<file path="config.mk">
export PLATFORM = sky130hd
export DESIGN_NAME = buffered_demultiplexer
export DESIGN_NICKNAME = d
export VERILOG_FILES = /design/src/rtl/demux_pkg.sv /design/src/rtl/demux_channel_slot.sv /design/src/rtl/buffered_demultiplexer.sv
export SDC_FILE = /design/constraint.sdc
export NUM_CORES = 1
export LEC_CHECK = 0
export CAP_MARGIN = 20
export CORE_UTILIZATION = 50
export DETAILED_ROUTE_END_ITERATION = 16
export DONT_BUFFER_PORTS = 1
export GPL_ROUTABILITY_DRIVEN = 0
export MAX_ROUTING_LAYER = met4
export PLACE_DENSITY = 0.7
export SYNTH_ARGS = -nofsm -noshare
export SYNTH_HDL_FRONTEND = slang
export SYNTH_SLANG_ARGS = --single-unit
export TNS_END_PERCENT = 1
</file>
<file path="constraint.sdc">
create_clock -name clk -period 3.3 [get_ports clk]
set_input_delay 0.66 -clock clk [delete_from_list [all_inputs] [get_ports clk]]
set_output_delay 0.66 -clock clk [all_outputs]
set_load 0.03 [all_outputs]
</file>
<file path="src/rtl/demux_pkg.sv">
// Shared definitions for the buffered demultiplexer: channel count,
// address width, slot state type and an address-to-one-hot helper.
package demux_pkg;

  localparam int NUM_CH = 4;
  localparam int ADDR_W = 2;

  typedef enum logic {
    SLOT_EMPTY = 1'b0,
    SLOT_FULL  = 1'b1
  } slot_state_t;

  // One-hot channel select for a binary channel address
  function automatic logic [NUM_CH-1:0] addr_onehot(input logic [ADDR_W-1:0] addr);
    addr_onehot = {{(NUM_CH-1){1'b0}}, 1'b1} << addr;
  endfunction

endpackage

</file>
<file path="src/rtl/demux_channel_slot.sv">
// One holding slot of the demultiplexer: a single-word register with an
// EMPTY/FULL state. A load always wins over a drain in the same cycle, so
// a drain-and-refill keeps the slot FULL with the new word (no bubble).
module demux_channel_slot
  import demux_pkg::*;
#(
  parameter int WIDTH = 8
) (
  input  logic             clk,
  input  logic             rst_n,
  input  logic             load,
  input  logic             drain_ready,
  input  logic [WIDTH-1:0] load_data,
  output logic             valid,
  output logic             accept,
  output logic [WIDTH-1:0] data
);

  slot_state_t      state_r;
  slot_state_t      state_nxt_s;
  logic [WIDTH-1:0] data_r;
  logic [WIDTH-1:0] data_nxt_s;

  // Next slot state and word: load has priority, otherwise a drain empties it
  always_comb begin
    state_nxt_s = state_r;
    data_nxt_s  = data_r;
    if (load) begin
      state_nxt_s = SLOT_FULL;
      data_nxt_s  = load_data;
    end else if ((state_r == SLOT_FULL) && drain_ready) begin
      state_nxt_s = SLOT_EMPTY;
    end else begin
      state_nxt_s = state_r;
    end
  end

  // Slot state and data register; reset clears both without waiting for clk
  always_ff @(posedge clk or negedge rst_n) begin
    if (!rst_n) begin
      state_r <= SLOT_EMPTY;
      data_r  <= {WIDTH{1'b0}};
    end else begin
      state_r <= state_nxt_s;
      data_r  <= data_nxt_s;
    end
  end

  // valid comes straight from the state register; the word stays put when EMPTY
  assign valid  = (state_r == SLOT_FULL);
  assign accept = (state_r == SLOT_EMPTY) || drain_ready;
  assign data   = data_r;

endmodule

</file>
<file path="src/rtl/buffered_demultiplexer.sv">
// Buffered 1-to-4 demultiplexer with valid/ready handshakes. Each channel
// has its own one-word slot and drains independently. Defining the macro
// DEMUX_BROADCAST_EN adds in_broadcast, which writes one word to all slots.
module buffered_demultiplexer
  import demux_pkg::*;
#(
  parameter int WIDTH = 8
) (
  input  logic                    clk,
  input  logic                    rst_n,
  input  logic                    in_valid,
  output logic                    in_ready,
  input  logic [WIDTH-1:0]        in_data,
  input  logic                    address0,
  input  logic                    address1,
`ifdef DEMUX_BROADCAST_EN
  input  logic                    in_broadcast,
`endif
  output logic [NUM_CH-1:0]       out_valid,
  input  logic [NUM_CH-1:0]       out_ready,
  output logic [NUM_CH*WIDTH-1:0] out_data
);

  logic [ADDR_W-1:0] addr_s;
  logic [NUM_CH-1:0] accept_s;
  logic [NUM_CH-1:0] sel_s;
  logic [NUM_CH-1:0] load_s;
  logic              ready_s;

  assign addr_s = {address1, address0};

  // Upstream ready and per-slot load strobes from the addressed (or all) slots
  always_comb begin
    ready_s = accept_s[addr_s];
    sel_s   = addr_onehot(addr_s);
`ifdef DEMUX_BROADCAST_EN
    if (in_broadcast) begin
      ready_s = &accept_s;
      sel_s   = {NUM_CH{1'b1}};
    end else begin
      ready_s = accept_s[addr_s];
      sel_s   = addr_onehot(addr_s);
    end
`endif
    load_s = sel_s & {NUM_CH{in_valid & ready_s}};
  end

  assign in_ready = ready_s;

  for (genvar i = 0; i < NUM_CH; i++) begin : g_slot
    demux_channel_slot #(
      .WIDTH(WIDTH)
    ) u_slot (
      .clk        (clk),
      .rst_n      (rst_n),
      .load       (load_s[i]),
      .drain_ready(out_ready[i]),
      .load_data  (in_data),
      .valid      (out_valid[i]),
      .accept     (accept_s[i]),
      .data       (out_data[i*WIDTH +: WIDTH])
    );
  end

endmodule

</file>
==> impl_metrics.env, run 1 <==
export IMPL_run_status="complete, no violations"
export IMPL_leakagePower_nw=0.675
export IMPL_antenna_found_initial=0
export IMPL_r2r_setup_slack_ns=1.37
export IMPL_maxCapViolCount=0
export IMPL_clk_pin_slew_ns=0.10
export IMPL_pin_count=54
export IMPL_yosysTopAreaCell="dfrtp_1"
export IMPL_cts_sinks=36
export IMPL_setup_viol_count_final=0
export IMPL_slew_violations=0
export IMPL_avgSynthCellArea_sq_um=15.6
export IMPL_grt_pass1_wl_mm=3.71
export IMPL_drt_first_pass_iters=4
export IMPL_cp_startpoint="g_slot[0].u_slot.valid"
export IMPL_synth_area_top_cells="dfrtp_1 (63%), mux2_2 (25%), buf_4 (2.1%), nand2b_1 (1.7%), mux4_2 (1.6%)"
export IMPL_synthCells=92
export IMPL_cts_tree="built"
export IMPL_drive_gt1_share_pct=46.3
export IMPL_worst_setup_path_end_kind="output port"
export IMPL_overflow=0
export IMPL_synth_cell_types=13
export IMPL_clock_latency_ns=0.33
export IMPL_drt_iter0_drc=17
export IMPL_dieArea_sq_um=3080
export IMPL_reg2reg_from="g_slot[3].u_slot.valid"
export IMPL_endpoint="in_ready"
export IMPL_synth_mux_area_share_pct=26.7
export IMPL_crit_fanout=3
export IMPL_synth_top_area_share_pct=62.9
export IMPL_synth_seq_cells=36
export IMPL_routed_wl_mm=2.38
export IMPL_hold_path_class="in -> async"
export IMPL_cts_buffers=5
export IMPL_yosysSeqAreaShare_pct=62.9
export IMPL_final_cell_area_sq_um=1550
export IMPL_finClkSkew_ns=0.00782
export IMPL_layout_area_seq_sq_um=901
export IMPL_num_rows=19
export IMPL_routedWlPerCell_microns=18.9
export IMPL_grt_pass1_vias=750
export IMPL_synthAdderAreaFrac_pct=0
export IMPL_relSlewSlack_pct=39.0
export IMPL_start_kind="register"
export IMPL_hold_violations=0
export IMPL_ir_drop_uv=442
export IMPL_netlist_area_sq_um=1430
export IMPL_critPathRequiredTime_ns=2.64
export IMPL_diodes=0
export IMPL_drc=0
export IMPL_core_sq_um=2730
export IMPL_dp_hpwl_mm=1.59
export IMPL_fp_dieW_microns=55.5
export IMPL_synth_compound_area_share_pct=0.350
export IMPL_synth_simple_area_share_pct=6.82
export IMPL_period_minus_slack_ns=2.26
export IMPL_io_buffers=0
export IMPL_tns_ns=0
export IMPL_fill_cells=234
export IMPL_start_util_pct=52.4
export IMPL_placed_cell_area_sq_um=1430
export IMPL_power_mw=1.21
export IMPL_fmax_mhz=442
export IMPL_viasPerCell=5.79
export IMPL_synthXorXnorAreaFrac_pct=0
export IMPL_crit_type="reg -> out"
export IMPL_antenna_left=0
export IMPL_synth_warnings=0
export IMPL_r2r_cells=3
export IMPL_grt_usage_pct=17.1
export IMPL_root_buffer="clkbuf_4"
export IMPL_tightest_slew_ns=0.914
export IMPL_multi_input_area_sq_um=485
export IMPL_synthToLayoutAreaGrowth_pct=8.30
export IMPL_via_count=729
export IMPL_grt_max_degree=30
export IMPL_power_density_nw_per_um2=782
export IMPL_synth_top_family_by_area="multiplexers"
export IMPL_worst_ep_arrival_time_ns=1.60
export IMPL_whs_ns=0.135
export IMPL_fin_nets=111
export IMPL_grt_setup_unrepaired="false"
export IMPL_htreeDepth=2
export IMPL_cts_resized=0
export IMPL_r2r_end="g_slot[3].u_slot.data[1]"
export IMPL_clock_path_buffers=2
export IMPL_fin_crit_sh_pct=68.5
export IMPL_synth_nets=109
export IMPL_die_h_microns=55.5
==> registers in the layout, indices dropped and copies added, names as in the netlist <==
register	count
g_slot.u_slot.valid	4
g_slot.u_slot.data	32
==> metrics by stage <==
step | setup WS, ns | utilization (%) | instances
2_1_floorplan | 1.21 | - | 92
3_3_place_gp | 1.23 | 52.1 | 116
3_5_place_dp | 1.19 | 52.1 | 116
4_1_cts | 1.02 | 56.3 | 125
5_1_grt | 0.956 | 56.7 | 126
6_report | 1.04 | 56.7 | 126
==> cell families after synthesis <==
logic type,Yosys count
simple gates,15
flops,36
compound gates,1
buf+inv,7
mux,33
==> cell usage in the layout, fill, tap and decap left out <==
master | Yosys | routed
nand2b_1 | 4 | 4
nor2b_1 | 2 | 2
o21ai_0 | 1 | 1
clkbuf_4 | 0 | 5
buf_12 | 0 | 1
nor3b_4 | 1 | 1
nand3b_2 | 1 | 1
mux4_2 | 1 | 1
dlygate4sd3_1 | 0 | 1
bufinv_16 | 0 | 1
nand2_1 | 5 | 5
clkbuf_8 | 0 | 2
dfrtp_1 | 36 | 36
nand3_1 | 1 | 1
and3_1 | 1 | 1
mux2_2 | 32 | 32
==> synthesized netlist by cell type (all sizes together) <==
| cell | number |
|---|---|
| nand2b | 4 |
| nand3 | 1 |
| nand3b | 1 |
| nor3b | 1 |
| and3 | 1 |
| dfrtp | 36 |
| nor2b | 2 |
| buf | 7 |
| mux2 | 32 |
| nand2 | 5 |
| mux4 | 1 |
| o21ai | 1 |
==> where the power goes <==
part / total [mW] / leakage, nW / internal [mW] / switching [mW]
clock network: 0.339 / 0.0515 / 0.201 / 0.138
logic: 0.112 / 0.192 / 0.0725 / 0.0395
registers: 0.760 / 0.431 / 0.525 / 0.235
==> worst min path at each step <==
| stage | to | slack, ns | cells after the start |
|---|---|---|---|
| 2_1_floorplan | g_slot[0].u_slot.data[0] | 0.36 | 0 |
| 3_3_place_gp | g_slot[1].u_slot.data[1] | 0.37 | 0 |
| 3_5_place_dp | g_slot[1].u_slot.data[1] | 0.37 | 0 |
| 4_1_cts | g_slot[3].u_slot.data[1] | 0.001 | 0 |
| 5_1_grt | g_slot[1].u_slot.data[0] | 0.12 | 1 |
| 6_report | g_slot[3].u_slot.data[2] | 0.14 | 1 |
==> area by class of cell <==
class | instances | area share, %
well taps | 31 | 2.50
flip-flops and latches | 36 | 58.1
clock buffers | 7 | 4.20
repair buffers | 2 | 1.94
clock inverters | 1 | 1.94
multi-input cells | 49 | 31.3
==> timing repair <==
item | in CTS | in global routing
setup buffers | 0 | 0
hold buffers | 1 | 1
endpoints found under the hold margin | 29 | 7
==> worst max-delay path, stage by stage, from the launching register on <==
cell and delay (ns):
dfrtp_1 0.53, nand2b_1 0.16, mux4_2 0.59
==> metal layers <==
layer  GRT usage (%)  up-vias  routed length, microns  share of wire (%)
met5               -        -                       0                  0
met4            6.43        0                      44                1.8
met3            7.73        6                     186                7.8
met2            26.3       32                    1130                 48
met1            19.8      371                    1010                 43
li1                -      320                       -                  -
Power figures use the tool's default switching activity.
==> run 2: changes to the inputs <==
Clock period 3.3 ns to 2.2 ns, I/O delays scaled along.
==> run 2 against run 1 <==
Effect of this change:
- power increased by 37%
- sequential power increased by 50%
- core utilization decreased by 0.78 points
- clock power increased by 2%
- wire length unchanged
- worst setup slack got worse by 0.87 ns
- hold slack improved by 0.078 ns
- combinational power increased by 54%
- via count increased by 0.27%
- critical path depth unchanged
==> impl_metrics.env, run 2 (synthesis results as in run 1) <==
export IMPL_layout_common_cells="dfrtp_1 (36), mux2_2 (32), nand2_1 (5), clkbuf_4 (5), nand2b_1 (4)"
export IMPL_leakagePower_nw=0.666
export IMPL_antenna_found_initial=0
export IMPL_io_buffers=0
export IMPL_fmax_mhz=492
export IMPL_cts_sinks=36
export IMPL_critical_path_max_stage_delay_ns=0.59
export IMPL_cts_tree="built"
export IMPL_ir_drop_uv=677
export IMPL_num_rows=19
export IMPL_critPathRequiredTime_ns=1.76
export IMPL_pin_count=54
export IMPL_start_kind="register"
export IMPL_fin_nets=113
export IMPL_period_minus_slack_ns=2.03
export IMPL_top_layer="met4"
export IMPL_drc=0
export IMPL_routed_wl_mm=2.38
export IMPL_slew_violations=0
export IMPL_dp_cells=118
export IMPL_whs_path_depth=1
export IMPL_tightest_slew_ns=0.568
export IMPL_crit_type="reg -> out"
export IMPL_grt_setup_unrepaired="false"
export IMPL_drive_gt1_share_pct=45.4
export IMPL_r2r_cells=3
export IMPL_root_buffer="clkbuf_4"
export IMPL_core_sq_um=2730
export IMPL_crit_chain="nand2b_1 -> mux4_2"
export IMPL_multi_input_area_sq_um=485
export IMPL_finClkSkew_ns=0.00800
export IMPL_run_status="complete, no violations"
export IMPL_die_h_microns=55.5
export IMPL_cpMaxStageDelayCell="mux4_2"
export IMPL_clk_pin_slew_ns=0.10
export IMPL_path_buf_inv=0
export IMPL_hold_end="g_slot[1].u_slot.valid"
export IMPL_routedWlPerCell_microns=18.6
export IMPL_setup_viol_count_final=0
export IMPL_wl_met3_microns=182
export IMPL_viasPerCell=5.71
export IMPL_hold_path_class="in -> reg"
export IMPL_final_cells=128
export IMPL_synthToLayoutAreaGrowth_pct=6.82
export IMPL_drt_met1_wl_microns=953
export IMPL_fp_dieW_microns=55.5
export IMPL_antenna_left=0
export IMPL_r2r_setup_slack_ns=0.51
export IMPL_layout_area_seq_sq_um=901
export IMPL_drt_iter0_drc=16
export IMPL_hold_start="address1"
export IMPL_maxCapViolCount=0
export IMPL_grt_pass1_wl_mm=3.88
export IMPL_overflow=0
export IMPL_dp_hpwl_mm=1.69
export IMPL_start_util_pct=52.4
export IMPL_relSlewSlack_pct=62.1
export IMPL_worst_ep_arrival_time_ns=1.59
export IMPL_power_density_nw_per_um2=1080
export IMPL_cts_buffers=5
export IMPL_wl_met2_mm=1.20
export IMPL_crit_fanout=3
export IMPL_grt_pass1_vias=795
export IMPL_mostFrequentLayoutCell="dfrtp_1"
export IMPL_diodes=0
export IMPL_fin_crit_sh_pct=92.4
export IMPL_drt_first_pass_iters=4
export IMPL_reg2reg_from="g_slot[1].u_slot.valid"
export IMPL_r2r_end="g_slot[1].u_slot.data[6]"
export IMPL_tns_ns=0
export IMPL_clock_latency_ns=0.32
export IMPL_largest_reg_flops=32
export IMPL_clock_path_buffers=2
export IMPL_grt_max_degree=37
export IMPL_fill_cells=218
export IMPL_htreeDepth=2
export IMPL_worst_setup_path_end_kind="output port"
export IMPL_hold_violations=0
export IMPL_grt_usage_pct=17.9
export IMPL_via_count=731
export IMPL_crit_family="multiplexers"
export IMPL_dieArea_sq_um=3080
run 2: cell types whose count changed in the layout (fill, tap and decap cells not counted), sizes merged:
cell | before | now
buf | 1 | 3
clkbuf | 7 | 8
bufinv | 1 | 0
run 2: how the worst max path moves through the flow:
stage | startpoint | endpoint | slack (ns) | cells past startpoint
2_1_floorplan | address1 | in_ready | 0.55 | 2
3_3_place_gp | g_slot[1].u_slot.valid | g_slot[1].u_slot.data[6] | 0.53 | 3
3_5_place_dp | g_slot[1].u_slot.valid | g_slot[1].u_slot.data[6] | 0.51 | 3
4_1_cts | g_slot[0].u_slot.valid | in_ready | 0.15 | 2
5_1_grt | g_slot[0].u_slot.valid | in_ready | 0.08 | 2
6_report | g_slot[0].u_slot.valid | in_ready | 0.17 | 2
run 2: per-layer routing:
layer,vias up,track usage [%]
met3,5,8.67
met1,373,19.5
met4,0,6.43
met2,33,28.6
met5,-,-
li1,320,-
run 2: metrics by stage:
stage	setup slack, ns	utilization [%]	power, mW	hold WS [ns]	instance area (sq um)
floorplan	0.548	-	1.28	0.144	1430
global placement	0.527	52.7	1.30	0.145	1440
detailed placement	0.505	52.7	1.32	0.145	1440
CTS	0.147	55.9	1.69	0.200	1530
global route	0.0784	55.9	1.74	0.187	1530
finish	0.168	55.9	1.66	0.213	1530
run 2: area by class of cell:
type	count	share of cell area [%]
flip-flops and latches	36	58.9
multi-input cells	49	31.8
clock buffers	8	3.85
repair buffers	4	2.95
well taps	31	2.54
run 2: power by group:
part	total [mW]	leakage, nW	internal [mW]	switching (mW)
Clock	0.345	0.0326	0.158	0.187
Combinational	0.173	0.203	0.111	0.0628
Sequential	1.14	0.431	0.788	0.352
run 2: what timing repair did:
action	in CTS	in global routing
setup endpoints to repair	0	0
hold buffers	2	0
gates resized for setup	0	0
endpoints found under the hold margin	36	0
buffers inserted	0	0
==> run 3: changes to the inputs <==
Settings changed: ABC_CLOCK_PERIOD_IN_PS set to 2200, SLEW_MARGIN set to 20.
==> results of run 3 <==
The final DEF is identical to that of run 2; final timing and power are the same.
